## config.mk

```make
export PLATFORM = sky130hd
export DESIGN_NAME = router_in_port
export DESIGN_NICKNAME = d
export VERILOG_FILES = /design/src/rtl/router_pkg.sv /design/src/rtl/router_fifo.sv /design/src/rtl/router_in_port.sv
export SDC_FILE = /design/constraint.sdc
export NUM_CORES = 1
export LEC_CHECK = 0
export CAP_MARGIN = 10
export CORE_ASPECT_RATIO = 1.75
export CORE_MARGIN = 2
export CORE_UTILIZATION = 32
export CTS_CLUSTER_DIAMETER = 60
export DETAILED_ROUTE_END_ITERATION = 16
export HOLD_SLACK_MARGIN = 0.12
export MAX_ROUTING_LAYER = met4
export PLACE_DENSITY = 0.57
export SLEW_MARGIN = 30
export SYNTH_ARGS = -nofsm -noshare
export SYNTH_HDL_FRONTEND = slang
export SYNTH_SLANG_ARGS = --single-unit
```

## constraint.sdc

```tcl
create_clock -name clk -period 5.51 [get_ports clk]
set_clock_uncertainty 0.15 [all_clocks]
set_input_delay 1.102 -clock clk [delete_from_list [all_inputs] [get_ports clk]]
set_output_delay 1.102 -clock clk [all_outputs]
set_load 0.03 [all_outputs]
```

## src/rtl/router_pkg.sv

```systemverilog
// Shared router definitions: output-direction encoding and the XY routing rule
// used by every input port.
package router_pkg;

  localparam int unsigned ROUT_DIR_W = 3;

  typedef enum logic [ROUT_DIR_W-1:0] {
    DIR_NORTH = 3'd0,
    DIR_EAST  = 3'd1,
    DIR_SOUTH = 3'd2,
    DIR_WEST  = 3'd3,
    DIR_LOCAL = 3'd4
  } rout_dir_e;

  // Dimension-ordered routing: resolve x first, then y, else deliver locally.
  function automatic rout_dir_e xy_route(input logic [3:0] dst_x,
                                         input logic [3:0] dst_y,
                                         input logic [3:0] my_x,
                                         input logic [3:0] my_y);
    if (dst_x > my_x)      return DIR_EAST;
    else if (dst_x < my_x) return DIR_WEST;
    else if (dst_y > my_y) return DIR_NORTH;
    else if (dst_y < my_y) return DIR_SOUTH;
    else                   return DIR_LOCAL;
  endfunction

endpackage

```

## src/rtl/router_fifo.sv

```systemverilog
// Generic synchronous FIFO with async active-low reset and an occupancy count
// that carries one extra bit so full and empty are distinct.
module router_fifo #(
  parameter int unsigned WIDTH = 35,
  parameter int unsigned DEPTH = 4
) (
  input  logic                       clk,
  input  logic                       rst_n,
  input  logic                       push,
  input  logic [WIDTH-1:0]           wdata,
  input  logic                       pop,
  output logic [WIDTH-1:0]           rdata,
  output logic                       full,
  output logic                       empty,
  output logic [$clog2(DEPTH):0]     fill
);

  localparam int unsigned AW = $clog2(DEPTH);
  localparam int unsigned FW = AW + 1;

  logic [WIDTH-1:0] mem [DEPTH];
  logic [AW-1:0]    wr_ptr;
  logic [AW-1:0]    rd_ptr;
  logic [FW-1:0]    count;
  logic             do_push;
  logic             do_pop;

  assign full    = (count == FW'(DEPTH));
  assign empty   = (count == '0);
  assign do_push = push && !full;
  assign do_pop  = pop && !empty;
  assign rdata   = mem[rd_ptr];
  assign fill    = count;

  // Storage is reset too so the head output reads zero out of reset.
  always_ff @(posedge clk or negedge rst_n) begin
    if (!rst_n) begin
      wr_ptr <= '0;
      rd_ptr <= '0;
      count  <= '0;
      for (int unsigned i = 0; i < DEPTH; i++) mem[i] <= '0;
    end else begin
      if (do_push) begin
        mem[wr_ptr] <= wdata;
        wr_ptr      <= wr_ptr + 1'b1;
      end
      if (do_pop) rd_ptr <= rd_ptr + 1'b1;
      if (do_push && !do_pop)      count <= count + 1'b1;
      else if (!do_push && do_pop) count <= count - 1'b1;
    end
  end

endmodule

```

## src/rtl/router_in_port.sv

```systemverilog
// Mesh router input port: XY route at ingress, buffer {flit, direction}, present to crossbar.
// Optional macro ROUTER_IN_DST_CHECK_EN drops and counts flits addressed outside the mesh.
`ifndef ROUTER_BUS_W
`define ROUTER_BUS_W 32
`endif

module router_in_port
  import router_pkg::*;
#(
  parameter int unsigned DATA_W = `ROUTER_BUS_W,
  parameter int unsigned DEPTH  = 4,
  parameter int unsigned MY_X   = 0,
  parameter int unsigned MY_Y   = 0,
  parameter int unsigned MESH_X = 4,
  parameter int unsigned MESH_Y = 4
) (
  input  logic                      clk,
  input  logic                      rst_n,
  input  logic                      s_tvalid,
  output logic                      s_tready,
  input  logic [DATA_W-1:0]         s_tdata,
  output logic                      m_tvalid,
  input  logic                      m_tready,
  output logic [DATA_W-1:0]         m_tdata,
  output logic [2:0]                m_tdest,
  output logic [$clog2(DEPTH):0]    fill,
  output logic [15:0]               err_cnt
);

  localparam int unsigned EW = DATA_W + ROUT_DIR_W;

  logic [3:0]    dst_x;
  logic [3:0]    dst_y;
  rout_dir_e     dir;
  logic          accept;
  logic          store;
  logic          full;
  logic          empty;
  logic [EW-1:0] head;

  assign dst_x  = s_tdata[DATA_W-9 -: 4];
  assign dst_y  = s_tdata[DATA_W-13 -: 4];
  assign dir    = xy_route(dst_x, dst_y, 4'(MY_X), 4'(MY_Y));
  assign accept = s_tvalid && s_tready;

  assign s_tready = !full;
  assign m_tvalid = !empty;
  assign m_tdata  = head[EW-1:ROUT_DIR_W];
  assign m_tdest  = head[ROUT_DIR_W-1:0];

`ifdef ROUTER_IN_DST_CHECK_EN
  logic drop;

  // Out-of-mesh flits still complete the handshake so the sender never stalls on them.
  assign drop  = (32'(dst_x) >= MESH_X) || (32'(dst_y) >= MESH_Y);
  assign store = accept && !drop;

  always_ff @(posedge clk or negedge rst_n) begin
    if (!rst_n)                                  err_cnt <= '0;
    else if (accept && drop && (err_cnt != '1)) err_cnt <= err_cnt + 1'b1;
  end
`else
  assign store   = accept;
  assign err_cnt = '0;
`endif

  router_fifo #(
    .WIDTH (EW),
    .DEPTH (DEPTH)
  ) u_fifo (
    .clk   (clk),
    .rst_n (rst_n),
    .push  (store),
    .wdata ({s_tdata, dir}),
    .pop   (m_tvalid && m_tready),
    .rdata (head),
    .full  (full),
    .empty (empty),
    .fill  (fill)
  );

endmodule

```

Yosys cells after proc, flatten, opt, wreduce, memory -nomap -nowiden --
Index checks and enable logic that the tools add are counted.
Word-level totals: input port bits 36, output and inout bits 56, memories kept 0, latch bits 0, word-level logic and storage cells 46, RAM bits 0, bits in registers 147, memory bits (read-only) 0
Cells by class: shift operators 0, add/subtract/negate cells 4, eq/ne operators 1, multiplexer cells 12, bitwise gates (word level) 2, multiply operators 0, reductions and logical operators 13, magnitude comparators 7, divide/modulo/power cells 0
Operators with widths (number):
- bitwise mux 140 bit | 1
- two-way mux 35 bit | 3
- binary-select mux 35 bit (select 2 bit) | 1
- demux 35 bit (select 2 bit) | 1
- two-way mux 3 bit | 6
- greater-than comparator 4 x 1 -> 1 bit (second input constant) | 2
- < comparator 4 x 1 -> 1 bit (second input constant) | 2
- logical AND 1 bit | 7
- greater-or-equal comparator 3 bit (second input constant) | 2
- NOT 2 -> 3 bit | 2
- adder 2 x 1 -> 2 bit (second input constant) | 2
- zero test 1 bit | 4
- adder 3 x 1 -> 3 bit (second input constant) | 1
- == test 3 bit (second input constant) | 1
- zero test 3 bit | 1
- < comparator 3 x 1 -> 1 bit (second input constant) | 1
- subtractor 3 x 1 -> 3 bit (second input constant) | 1
- nonzero test 2 bit | 1

Depth between registers and ports, before layout --
depth in word-level cells 8, mapped depth 10, depth with buffers taken out 9

Modules after synthesis --
Synthesis repeated with hierarchy kept, for this count alone.
Unflattened totals: cells, all modules 397, area total of the unflattened synthesis 6645.1 um2
By module, submodules not included:
- router_fifo | instances 1, cells each 373, seq. area each 3678.5 um2, area an instance 6476.2 um2
- router_in_port | instances 1, cells each 24, seq. area each 0.0 um2, area an instance 168.9 um2

Least setup slack after synthesis --
OpenSTA, ideal clock, no wires.
path kind register -> output, start point register u_fifo.rd_ptr[0], end point output m_tdata[0], path slack 2773 ps, data required time 4258 ps, path buffers 2, arrival time 1485 ps, cell stages (with the launch flop) 4, cells stage by stage dfrtp_1 > buf_2 > buf_2 > mux4_2
On the way: longest elaborated chain between the ends 4
Ends and longest elaborated chain:
- from (decl) | RTL line router_fifo.sv:23 | logic [AW-1:0] rd_ptr;
- from (signal assigned) | RTL line router_fifo.sv:47 | if (do_pop) rd_ptr <= rd_ptr + 1'b1;
- NOT 2 -> 3 bit (not written as such) | RTL line router_fifo.sv:32 | assign rdata = mem[rd_ptr];
- binary-select mux 35 bit (select 2 bit) | RTL line router_fifo.sv:32
- two-way mux 35 bit (not written as such) (2 in a row) | RTL line router_fifo.sv:32
- to (decl) | RTL line router_in_port.sv:24 | output logic [DATA_W-1:0] m_tdata,
No other way between the ends. The select of a mux whose other input is x is not followed.

Final worst setup path --
start point register u_fifo.rd_ptr[0], end point output m_tdata[17]
The elaborated chain is that of the path after synthesis.

==> impl_metrics.ini <==
[synthesis]
yosys_register_bits = 143
syn_area_per_cell_um2 = 18.2
synth.top_cell.area_share_pct = 50.7
synthArstFlopShare_pct = 100
yosysUniqueCellTypes = 23
synth.area.top_cells = dfrtp_1, mux2_4, mux4_2
synth_top_cell_by_area = dfrtp_1
synth_area_um2 = 7060
synthCells = 387
synth_enable_flop_cells = 0
seq_area_frac_synth_pct = 50.7
synth_ff_type = dfrtp_1
synth_most_common_cell = dfrtp_1
synth_commonest_cells = dfrtp_1, mux2_4, mux4_2
ys.warnings.count = 0

[min_path]
hold_depth = 1
holdPathEnd = u_fifo.mem[47]$_DFFE_PN0P_
worstHoldPathType = flip-flop to flip-flop
hp-start = u_fifo.mem[47]$_DFFE_PN0P_

[power_and_ir_drop]
total_power_mw = 6.03
p_leak_nw = 3.57
power_density_nw_per_um2 = 720
clkPwrFrac_pct = 18.8
power_frac_comb_pct = 48.1
switching_share_pct = 34.5
pwr-share-seq_pct = 33.0
ir_drop_mv = 0.326
p_int_mw = 3.95
p_switching_mw = 2.08

[placed_design]
dp.cells = 729
place_area_um2 = 7780
gp_congestion = 0.703
dp.final_hpwl_mm = 9.04
numPortBuffers = 74

[sta]
slew_violations = 0
setup_tns_ps = 0
min_period_ps = 4120
fmax_mhz = 243
setup_viol = 0
timing.final.crit_share_pct = 74.7
worst_pin_slew_ps = 839
rsz0062_at_grt = no
hold_viol_final = 0
relSlewSlack_pct = 44.1

[detailed_routing]
dr.first_iter.drc_count = 174
ant_nets = 0
via_count = 3520
route.detailed.drc = 0
drt_pre_antenna_iters = 4
vias_per_cell = 4.63
wl_per_cell_um = 19.4
routed_wl_mm = 14.7

[cts]
clk_latency_ps = 420
cts_buffer_depth = 2
clkTransAtPathRegs_ps = 60
ctsHoldBuffers = 0
htreeDepth = 4
cts_resized = 0
clockRootBuffer = clkbuf_16
postCtsSetupBuffers = 0
tritoncts = yes
numClockSinks = 143
numCtsBuffers = 17

[run]
drv_cap = 0

[setup_path]
critPathArrivalTime_ps = 2860
worst-setup-path-type = flip-flop to primary output
reg2reg_depth = 7
crit_family = buffers and inverters
worst-path-buf-inv = 2
crit_path_start_kind = flip-flop
reg2reg_to = u_fifo.fill[1]$_DFFE_PN0P_
critPathMaxFanout = 20
crit_path_end_kind = primary output
slowest_delay_ps = 730
startpoint = u_fifo.rd_ptr[0]$_DFFE_PN0P_
path_cells = buf_4 > mux4_2 > clkdlybuf4s50_1
r2r_slack_ps = 3120
cpMaxStageDelayCell = dfrtp_2
worstReg2RegStart = u_fifo.fill[0]$_DFFE_PN0P_
worstPathRequired_ps = 4260

[floorplanning]
pin_count = 92
die_h_um = 200
fp-row-count = 71
dieArea_um2 = 23300
die_w_um = 116
initial_core_util_pct = 32.7
core_um2 = 21600

[grt]
grt_use_total_pct = 13.9
grt_pass1_wl_mm = 23.5
grt_antenna_before_repair = 0
first_global_vias = 4105
grt_overflow = 0
grt_max_degree = 104

[run_status]
run_status = finished clean

[finish]
final_core_util_pct = 38.8
diodes = 0
fin_cells = 761
syn_to_final_growth_pct = 18.6
fin_area_um2 = 8370
drive_above_1_share_pct = 45.6
nets = 498
==> how the worst max path moves through the flow <==
stage	endpoint	cells past startpoint	slack, ps
global placement	m_tdata[21]	3	1760
floorplan	m_tdata[0]	3	2770
global route	m_tdata[20]	3	1190
CTS	m_tdata[21]	3	1260
detailed placement	m_tdata[21]	3	1730
finish	m_tdata[17]	3	1390
==> metrics by stage <==
stage | setup slack [ps] | hold WS (ps)
global route | 1190 | 370
detailed placement | 1730 | 340
CTS | 1260 | 356
global placement | 1760 | 339
floorplan | 2770 | 325
finish | 1390 | 352
==> kinds of logic after synthesis <==
logic type / synth area share, %
muxes: 39.2
DFF: 50.7
and+or+nand+nor: 1.36
adders and majority gates: 1.17
buffers and inverters: 6.72
other: 0.0531
xor gates and xnor gates: 0.745
==> area by class of cell <==
class                   count  area, um^2
clock buffers              18         439
clock inverters            14         141
fillers                  1971       13200
inverters                   4        15.0
multi-input cells         214        3070
flip-flops and latches    143        3580
well taps                 292         365
repair buffers             76         759
==> layer usage <==
metal	vias to the layer above	track usage (%)	part of all wire, %
li1	1512	-	-
met1	1924	16.1	41
met2	66	23.0	54
met3	18	3.23	2.8
met4	0	5.57	2.0
met5	-	-	0
==> sequential cells by signal, indices dropped and copies added (netlist names) <==
signal         count
u_fifo.fill        3
u_fifo.mem       136
u_fifo.rd_ptr      2
u_fifo.wr_ptr      2
==> cell usage in the layout, fill, tap and decap left out, drive strengths merged <==
cell type / count
and3: 4
buf: 2
bufinv: 2
clkbuf: 19
clkdlybuf4s50: 73
clkinv: 6
clkinvlp: 4
conb: 17
dfrtp: 143
fa: 1
ha: 5
inv: 6
mux2: 138
mux4: 34
nand2: 2
nand3: 1
nor2: 2
or3: 1
or3b: 1
or4: 2
xnor2: 4
xor2: 2
==> power groups by stage <==
stage	sequential, mW	clock (mW)	combinational (mW)
global placement	1.98	0	2.90
detailed placement	2.00	0	2.94
floorplan	1.80	0	2.34
finish	1.99	1.13	2.90
global route	2.06	1.22	3.06
CTS	1.99	1.17	2.96
(Power assumes the default switching activity.)
